`src/rtl/pipe_stage_buf_pkg.sv`:
```
// Shared pipeline bundle types, per-stage widths and NOP control constants.
// Stage buffers are sized from these bundles with $bits.
package pipe_pkg;

    typedef struct packed {
        logic       reg_write;
        logic [1:0] result_src;
        logic       mem_write;
        logic       jump;
        logic       branch;
        logic [2:0] alu_ctrl;
    } de_ctrl_t;

    typedef struct packed {
        logic [31:0] rs1;
        logic [31:0] rs2;
        logic [31:0] pc;
        logic [31:0] imm;
        logic [31:0] pc_plus4;
        logic [4:0]  rd;
    } de_data_t;

    typedef struct packed {
        logic       reg_write;
        logic [1:0] result_src;
        logic       mem_write;
    } em_ctrl_t;

    typedef struct packed {
        logic [31:0] alu_result;
        logic [31:0] write_data;
        logic [31:0] pc_plus4;
        logic [4:0]  rd;
    } em_data_t;

    localparam int DE_CTRL_W = $bits(de_ctrl_t);
    localparam int DE_DATA_W = $bits(de_data_t);
    localparam int EM_CTRL_W = $bits(em_ctrl_t);
    localparam int EM_DATA_W = $bits(em_data_t);

    localparam de_ctrl_t DE_CTRL_NOP = '0;
    localparam em_ctrl_t EM_CTRL_NOP = '0;

endpackage

```
`src/rtl/pipe_stage_buf_entry.sv`:
```
// One pipeline slot: valid flag, control register and data register.
// Clear beats load beats kill; control returns to the NOP value on clear.
module pipe_entry
    import pipe_pkg::*;
#(
    parameter int                CTRL_W   = DE_CTRL_W,
    parameter int                DATA_W   = DE_DATA_W,
    parameter logic [CTRL_W-1:0] CTRL_NOP = '0,
    parameter bit                CLR_DATA = 1'b0
) (
    input  logic              clk,
    input  logic              rst_n,
    input  logic              i_clr,
    input  logic              i_load,
    input  logic              i_kill,
    input  logic [CTRL_W-1:0] i_ctrl,
    input  logic [DATA_W-1:0] i_data,
    output logic              o_valid,
    output logic [CTRL_W-1:0] o_ctrl,
    output logic [DATA_W-1:0] o_data
);

    logic              r_valid;
    logic [CTRL_W-1:0] r_ctrl;
    logic [DATA_W-1:0] r_data;

    always_ff @(posedge clk or negedge rst_n) begin
        if (!rst_n) begin
            r_valid <= 1'b0;
            r_ctrl  <= CTRL_NOP;
        end else if (i_clr) begin
            r_valid <= 1'b0;
            r_ctrl  <= CTRL_NOP;
        end else if (i_load) begin
            r_valid <= 1'b1;
            r_ctrl  <= i_ctrl;
        end else if (i_kill) begin
            r_valid <= 1'b0;
        end
    end

    // Without clearing, the wide data register needs no reset and only toggles on load.
    generate
        if (CLR_DATA) begin : g_data_clr
            always_ff @(posedge clk or negedge rst_n) begin
                if (!rst_n) begin
                    r_data <= '0;
                end else if (i_clr) begin
                    r_data <= '0;
                end else if (i_load) begin
                    r_data <= i_data;
                end
            end
        end else begin : g_data_keep
            always_ff @(posedge clk) begin
                if (i_load && !i_clr) begin
                    r_data <= i_data;
                end
            end
        end
    endgenerate

    assign o_valid = r_valid;
    assign o_ctrl  = r_ctrl;
    assign o_data  = r_data;

endmodule

```
`src/rtl/pipe_stage_buf.sv`:
```
// Valid/ready inter-stage pipeline register with stall, flush and an optional
// skid entry; control is forced to CTRL_NOP whenever no instruction is held.
module pipe_stage_buf
    import pipe_pkg::*;
#(
    parameter int                CTRL_W   = DE_CTRL_W,
    parameter int                DATA_W   = DE_DATA_W,
    parameter logic [CTRL_W-1:0] CTRL_NOP = '0,
    parameter bit                SKID_EN  = 1'b1,
    parameter bit                CLR_DATA = 1'b0
) (
    input  logic              clk,
    input  logic              rst_n,
    input  logic              in_valid,
    output logic              in_ready,
    input  logic [CTRL_W-1:0] in_ctrl,
    input  logic [DATA_W-1:0] in_data,
    output logic              out_valid,
    input  logic              out_ready,
    output logic [CTRL_W-1:0] out_ctrl,
    output logic [DATA_W-1:0] out_data,
    input  logic              flush,
    output logic [1:0]        occupancy
);

    logic              w_accept;
    logic              w_issue;
    logic              w_main_valid;
    logic              w_main_load;
    logic              w_main_kill;
    logic              w_skid_valid;
    logic [CTRL_W-1:0] w_main_ctrl;
    logic [CTRL_W-1:0] w_main_ctrl_d;
    logic [DATA_W-1:0] w_main_data;
    logic [DATA_W-1:0] w_main_data_d;

    assign w_accept = in_valid & in_ready;
    assign w_issue  = w_main_valid & out_ready;

    pipe_entry #(
        .CTRL_W   (CTRL_W),
        .DATA_W   (DATA_W),
        .CTRL_NOP (CTRL_NOP),
        .CLR_DATA (CLR_DATA)
    ) u_main (
        .clk     (clk),
        .rst_n   (rst_n),
        .i_clr   (flush),
        .i_load  (w_main_load),
        .i_kill  (w_main_kill),
        .i_ctrl  (w_main_ctrl_d),
        .i_data  (w_main_data_d),
        .o_valid (w_main_valid),
        .o_ctrl  (w_main_ctrl),
        .o_data  (w_main_data)
    );

    generate
        if (SKID_EN) begin : g_skid
            logic              w_skid_load;
            logic              w_skid_kill;
            logic [CTRL_W-1:0] w_skid_ctrl;
            logic [DATA_W-1:0] w_skid_data;

            // Skid only catches an accept that main cannot take; it drains into main on issue.
            assign w_skid_load   = w_accept & w_main_valid & ~w_issue;
            assign w_skid_kill   = w_issue & w_skid_valid;
            assign w_main_load   = (w_issue & w_skid_valid) |
                                   (w_accept & (~w_main_valid | w_issue));
            assign w_main_kill   = w_issue;
            assign w_main_ctrl_d = w_skid_valid ? w_skid_ctrl : in_ctrl;
            assign w_main_data_d = w_skid_valid ? w_skid_data : in_data;
            assign in_ready      = ~w_skid_valid;

            pipe_entry #(
                .CTRL_W   (CTRL_W),
                .DATA_W   (DATA_W),
                .CTRL_NOP (CTRL_NOP),
                .CLR_DATA (CLR_DATA)
            ) u_skid (
                .clk     (clk),
                .rst_n   (rst_n),
                .i_clr   (flush),
                .i_load  (w_skid_load),
                .i_kill  (w_skid_kill),
                .i_ctrl  (in_ctrl),
                .i_data  (in_data),
                .o_valid (w_skid_valid),
                .o_ctrl  (w_skid_ctrl),
                .o_data  (w_skid_data)
            );
        end else begin : g_single
            assign w_skid_valid  = 1'b0;
            assign w_main_load   = w_accept;
            assign w_main_kill   = w_issue;
            assign w_main_ctrl_d = in_ctrl;
            assign w_main_data_d = in_data;
            assign in_ready      = ~w_main_valid | out_ready;
        end
    endgenerate

    // Bubbles must never carry live RegWrite/MemWrite downstream.
    assign out_valid = w_main_valid;
    assign out_ctrl  = w_main_valid ? w_main_ctrl : CTRL_NOP;
    assign out_data  = w_main_data;
    assign occupancy = {1'b0, w_main_valid} + {1'b0, w_skid_valid};

    a_skid_implies_main: assert property (
        @(posedge clk) disable iff (!rst_n) w_skid_valid |-> w_main_valid
    );

endmodule
```
`config.mk`:
```
export PLATFORM = sky130hd
export DESIGN_NAME = pipe_stage_buf
export DESIGN_NICKNAME = d
export VERILOG_FILES = /design/src/rtl/pipe_stage_buf_pkg.sv /design/src/rtl/pipe_stage_buf_entry.sv /design/src/rtl/pipe_stage_buf.sv
export SDC_FILE = /design/constraint.sdc
export NUM_CORES = 1
export LEC_CHECK = 0
export CAP_MARGIN = 30
export CORE_MARGIN = 2
export CORE_UTILIZATION = 45
export CTS_BUF_LIST = sky130_fd_sc_hd__clkbuf_8
export CTS_CLUSTER_DIAMETER = 80
export CTS_CLUSTER_SIZE = 24
export DETAILED_ROUTE_END_ITERATION = 8
export PLACE_DENSITY = 0.77
export REMOVE_ABC_BUFFERS = 1
export SLEW_MARGIN = 20
export SYNTH_ARGS = -nofsm -noshare
export SYNTH_HDL_FRONTEND = slang
export SYNTH_SLANG_ARGS = --single-unit
```
`constraint.sdc`:
```
create_clock -name clk -period 4.8 [get_ports clk]
set_clock_uncertainty 0.05 [all_clocks]
set_input_delay 0.96 -clock clk [delete_from_list [all_inputs] [get_ports clk]]
set_output_delay 0.96 -clock clk [all_outputs]
set_load 0.1 [all_outputs]
```
==> results.cfg, run 1 <==
[detailed_routing]
drt.antenna.violating_nets = 0
drc = 0
routed_wirelength_um = 26600
vias_per_cell = 4.99
number_of_detailed_routing_iterations_run_before_antenna_repair = 4
routed_wire_length_per_instance_um = 19.8
num_vias = 6702
drt_iter0_drc = 434

[sta]
finalCritPeriodShare = 0.831
holdWs_ns = 0.459
finalCriticalPeriod_ns = 3.99
slew_violations = 0
fmax_mhz = 251
grt_setup_unrepaired = false
setup_viol = 0
finalHoldViolations = 0
maxSlewHeadroom = 0.296
worstMarginPinSlew_ns = 1.05

[floorplanning]
dieWidth_um = 173
start_util = 0.460
rows = 61
design.die.area_mm2 = 0.0300
floorplan.die.height_um = 173
design.core.area_mm2 = 0.0280
io_pins = 357

[clock_network]
tritoncts.num_buffers = 18
ctsRootBufferMaster = sky130_fd_sc_hd__clkbuf_8
cts-htree-levels = 1
ctsLongestPathBuffers = 3
cts_hold_buffers = 0
clk_pin_slew_ns = 0.14
cts.sink_count = 350
cts_setup_buffers = 0
worstSkewPairLatency_ns = 0.56
cts_tree = yes
cts_resized = 0

[logic_synthesis]
yosysTopAreaCell = sky130_fd_sc_hd__edfxtp_1
synth_area_mm2 = 0.0129
synth-seq-area-share = 0.807
synth.avg_cell_area_um2 = 21.9
yosys.area.top_type_share = 0.768
netlist-cell-type-count = 23
postSynthCellCount = 588
yosysWarningCount = 0
synth_seq_cells = 350
synth.top_cells.by_area = sky130_fd_sc_hd__edfxtp_1, sky130_fd_sc_hd__mux2_2, sky130_fd_sc_hd__dfrtp_1, sky130_fd_sc_hd__buf_6, sky130_fd_sc_hd__mux2i_1

[critical_path]
critPathMaxStageDelay_ns = 1.13
crit_chain = ha_1 > clkdlybuf4s50_1
critPathKind = reg -> out
r2r_setup_slack_ns = 2.04
worst_ep_arrival_ns = 2.98
critical_path_sink_type = primary output
worstPathMaxFanout = 61
slowest_stage = sky130_fd_sc_hd__clkdlybuf4s50_1
reg2regPathDepth = 4
cp-start-kind = flip-flop
cp_data_required_time_ns = 3.79

[hold_path]
holdCritPathClass = reg -> reg
hold_path_depth = 1

[placed_design]
dp.final_hpwl_um = 18200
place.port_buffers = 356
global_placer_s_final_weighted_congestion = 0.776
post-place-cells = 1311

[pwr]
power_leakage_nw = 5.74
power_density_mw_per_mm2 = 338
maximum_vdd_ir_drop_v = 0.000240
total_power_mw = 5.87

[cells_and_area]
syn2layout_area_growth_pct = 34.7
final_cell_count_no_fill = 1342
most_frequent_cells_in_the_layout = sky130_fd_sc_hd__clkdlybuf4s50_1, sky130_fd_sc_hd__edfxtp_1, sky130_fd_sc_hd__mux2_2, sky130_fd_sc_hd__clkbuf_8, sky130_fd_sc_hd__dfrtp_1
layout.core_utilization = 0.620
mostFrequentLayoutCell = sky130_fd_sc_hd__clkdlybuf4s50_1
finish.net_count = 1137
fraction_of_final_layout_cells_with_drive_strength_greater_than_1 = 0.216

[outcome]
outcome = completed

[global_routing]
largest_net_degree_at_the_start_of_global_routing = 92
global_route_wire_length_before_repair_um = 40500
grt_overflow_total = 0
global_route.usage.total = 0.173
antenna_violations_before_repair = 1
vias_in_the_first_global_route = 6965

[run]
cap_viol_max_count = 0
## cell families (layout without fill, tap and decap cells)
group | Yosys count | after routing | synth area share
multiplexers | 175 | 175 | 0.152
other | 0 | 1 | 0
buffers and inverters | 25 | 400 | 0.0154
AO/OA/AOI/OAI | 24 | 24 | 0.0165
flip-flops | 350 | 350 | 0.807
AND/OR/NAND/NOR | 13 | 13 | 0.00767
adder cells (fa/ha/maj) | 1 | 1 | 0.000970
## cell usage after synthesis, drive strengths merged
cell / instances
edfxtp: 330
mux2: 166
buf: 20
dfrtp: 20
a22o: 9
and2: 9
mux2i: 9
o2bb2ai: 9
a21oi: 3
inv: 3
clkbuf: 2
nand2b: 2
a211oi: 1
a41oi: 1
ha: 1
nand3b: 1
nor3: 1
o21ai: 1
## registers in the layout, indices dropped and copies added (netlist names)
name and cells:
g_skid.u_skid.o_data 165, g_skid.u_skid.o_ctrl 9, g_skid.u_skid.o_valid 1, u_main.o_valid 1, u_main.o_data 165, u_main.o_ctrl 9
## layer usage
metal | share of wire | vias up | global-route usage
met2 | 0.48 | 254 | 0.285
met3 | 0.077 | 53 | 0.0509
met5 | 0 | - | 0
li1 | - | 3063 | -
met1 | 0.40 | 3332 | 0.217
met4 | 0.038 | 0 | 0.0657
## worst paths after layout
kind	startpoint	end
worst max-delay path	g_skid.u_skid.o_valid	occupancy[1]
worst min-delay path	u_main.o_ctrl[6]	u_main.o_ctrl[6]
worst max register to register	g_skid.u_skid.o_valid	u_main.o_data[32]
worst min register to register	u_main.o_ctrl[6]	u_main.o_ctrl[6]
max in group asynchronous	rst_n	u_main.o_ctrl[1]
min in group asynchronous	rst_n	g_skid.u_skid.o_valid
## power breakdown
group / switching [mW] / total, mW / internal, mW
logic: 0.756 / 1.14 / 0.382
clock network: 0.851 / 1.22 / 0.373
registers: 0.0421 / 3.51 / 3.47
## worst max-delay path, delay by kind of cell, from the launching register on
| kind | cells | cell delay, ns |
|---|---|---|
| buf+inv | 1 | 1.13 |
| flops | 1 | 1.01 |
| fa+ha+maj | 1 | 0.29 |
## metrics by stage
stage	TNS (ns)	setup WS (ns)	instance area (um^2)
detailed placement	0	1.37	17000
floorplan	-1143.36	-3.79	12700
global route	0	0.632	17400
finish	0	0.811	17400
global placement	0	1.36	16800
CTS	0	0.703	17300
## layout make-up
type                    instances  area, um^2
clock buffers                  19         262
diodes                          1        2.50
multi-input cells             213        2290
repair buffers                371        3890
well taps                     378         473
fillers                      1970       10600
clock inverters                 7        31.3
inverters                       3        16.3
flip-flops and latches        350       10400
Power figures use the tool's default switching activity.
==> run 2: changes to the inputs <==
--- a/config.mk
+++ b/config.mk
@@ -7,12 +7,12 @@
 export LEC_CHECK = 0
 export CAP_MARGIN = 30
 export CORE_MARGIN = 2
-export CORE_UTILIZATION = 45
+export CORE_UTILIZATION = 50
 export CTS_BUF_LIST = sky130_fd_sc_hd__clkbuf_8
 export CTS_CLUSTER_DIAMETER = 80
 export CTS_CLUSTER_SIZE = 24
 export DETAILED_ROUTE_END_ITERATION = 8
-export PLACE_DENSITY = 0.77
+export PLACE_DENSITY = 0.81
 export REMOVE_ABC_BUFFERS = 1
 export SLEW_MARGIN = 20
 export SYNTH_ARGS = -nofsm -noshare
==> constraint.sdc (replaced) <==
create_clock -name clk -period 4.1 [get_ports clk]
set_clock_uncertainty 0.05 [all_clocks]
set_input_delay 0.82 -clock clk [delete_from_list [all_inputs] [get_ports clk]]
set_output_delay 0.82 -clock clk [all_outputs]
set_load 0.1 [all_outputs]
==> run 2 against run 1 <==
Against the previous run: setup slack lost 0.14 ns; via count shrank 0.72%; flip-flop and latch count is the same; largest power group unchanged; highest routed layer is now met5.
==> results.cfg, run 2 (synthesis results as in run 1) <==
[global_routing]
global_route.usage.total = 0.186
largest_net_degree_at_the_start_of_global_routing = 175
vias_in_the_first_global_route = 6932
antenna_violations_before_repair = 2
grt_overflow_total = 0
global_route_wire_length_before_repair_um = 38600

[placed_design]
place.port_buffers = 356
dp_worst_setup_slack_ns = 0.932
postPlaceCellArea_mm2 = 0.0169
global_placer_s_final_weighted_congestion = 0.780
dp.final_hpwl_um = 17700
post-place-cells = 1265

[outcome]
outcome = completed

[floorplanning]
floorplan.die.height_um = 165
start_util = 0.511
design.die.area_mm2 = 0.0271
design.core.area_mm2 = 0.0253
dieWidth_um = 165
io_pins = 357
rows = 58

[sta]
finalCritPeriodShare = 0.837
fin_tns_setup_ns = 0
slew_violations = 0
maxSlewHeadroom = 0.302
grt_setup_unrepaired = false
worst_path_setup_slack_after_routing_ns = 0.668
fmax_mhz = 291
worstMarginPinSlew_ns = 1.04
finalCriticalPeriod_ns = 3.43
finalHoldViolations = 0
setup_viol = 0

[pwr]
power_density_mw_per_mm2 = 399
p_sw_mw = 1.93
maximum_vdd_ir_drop_v = 0.000281
internal-power_mw = 4.97
pwr-share-comb = 0.194
swShare = 0.280
clkPwrFrac = 0.212
power_leakage_nw = 5.75
power_frac_seq = 0.594

[detailed_routing]
drt_iter0_drc = 422
routed_wirelength_um = 26200
dr_wl_met2_um = 13100
routed_wire_length_per_instance_um = 20.2
routed-wl-met3_um = 2210
wirelength_met1_um = 10100
drt.antenna.violating_nets = 0
vias_per_cell = 5.12
drc = 0
number_of_detailed_routing_iterations_run_before_antenna_repair = 4
uppermost_layer_routed = met5
num_vias = 6654

[critical_path]
cp_data_required_time_ns = 3.23
cp-start-kind = flip-flop
critPathKind = reg -> out
critical_path_sink_type = primary output
worst_ep_arrival_ns = 2.56
worstPathMaxFanout = 17

[cells_and_area]
mostFrequentLayoutCell = sky130_fd_sc_hd__clkdlybuf4s50_1
finish.net_count = 1136
syn2layout_area_growth_pct = 33.9
final_cell_count_no_fill = 1300
fraction_of_final_layout_cells_with_drive_strength_greater_than_1 = 0.218
most_frequent_cells_in_the_layout = sky130_fd_sc_hd__clkdlybuf4s50_1, sky130_fd_sc_hd__edfxtp_1, sky130_fd_sc_hd__mux2_2, sky130_fd_sc_hd__clkbuf_8, sky130_fd_sc_hd__dfrtp_1
finalInstanceArea_mm2 = 0.0173
nFillCells = 1683

[run]
cap_viol_max_count = 0

[clock_network]
cts_setup_buffers = 0
cts.sink_count = 350
ctsLongestPathBuffers = 3
cts-htree-levels = 1
worstSkewPairLatency_ns = 0.57
clk_pin_slew_ns = 0.14
cts_resized = 0
cts_hold_buffers = 0
cts_tree = yes
tritoncts.num_buffers = 18
ctsRootBufferMaster = sky130_fd_sc_hd__clkbuf_8

[hold_path]
holdCritPathClass = in -> async
run 2: cell count changes in the layout (fill, tap and decap cells not counted), moves of 3 or more:
cell / before / now
sky130_fd_sc_hd__buf_16: 7 / 3
sky130_fd_sc_hd__buf_4: 2 / 7
sky130_fd_sc_hd__clkdlybuf4s50_1: 356 / 353
sky130_fd_sc_hd__inv_1: 7 / 13
run 2: final timing paths:
| path | startpoint | endpoint | slack [ns] | cells past startpoint |
|---|---|---|---|---|
| min in group clk | u_main.o_ctrl[7] | u_main.o_ctrl[7] | 0.45 | 1 |
| max reg2reg | u_main.o_valid | u_main.o_data[3] | 1.68 | 4 |
| max | u_main.o_valid | out_ctrl[8] | 0.67 | 2 |
| max in group asynchronous | rst_n | g_skid.u_skid.o_valid | 3.20 | 2 |
| min reg2reg | u_main.o_ctrl[7] | u_main.o_ctrl[7] | 0.45 | 1 |
| min | rst_n | g_skid.u_skid.o_ctrl[0] | 0.39 | 1 |
run 2: power groups by stage:
stage | combinational, mW | sequential, mW | clock (mW)
finish | 1.34 | 4.10 | 1.46
global route | 1.39 | 4.11 | 1.63
CTS | 1.35 | 4.10 | 1.52
detailed placement | 1.34 | 4.18 | 0
global placement | 1.32 | 4.18 | 0
floorplan | 0.262 | 4.84 | 0
run 2: final cells by class:
type | instances | area, um^2 | area share
multi-input cells | 213 | 2290 | 0.132
repair buffers | 370 | 3800 | 0.220
inverters | 3 | 16.3 | 0.000942
diodes | 2 | 5.00 | 0.000290
clock buffers | 20 | 275 | 0.0159
clock inverters | 12 | 50.0 | 0.00290
well taps | 330 | 413 | 0.0239
flip-flops and latches | 350 | 10400 | 0.603
run 2: metal layers:
layer / GRT usage / up-vias
met5: 0 / -
met4: 0.0684 / 2
met3: 0.0515 / 54
met2: 0.318 / 265
met1: 0.228 / 3263
li1: - / 3070
run 2: metrics by stage:
| step | hold WS [ns] | power, mW | util |
|---|---|---|---|
| floorplan | 0.399 | 5.10 | - |
| global placement | 0.425 | 5.49 | 0.667 |
| finish | 0.392 | 6.90 | 0.684 |
| detailed placement | 0.419 | 5.52 | 0.670 |
| CTS | 0.455 | 6.97 | 0.683 |
| global route | 0.379 | 7.13 | 0.684 |
run 2: worst max-delay path, stage by stage (launching register included):
cell	delay [ns]
sky130_fd_sc_hd__dfrtp_1	0.64
sky130_fd_sc_hd__and2_1	0.22
sky130_fd_sc_hd__clkdlybuf4s50_1	1.13
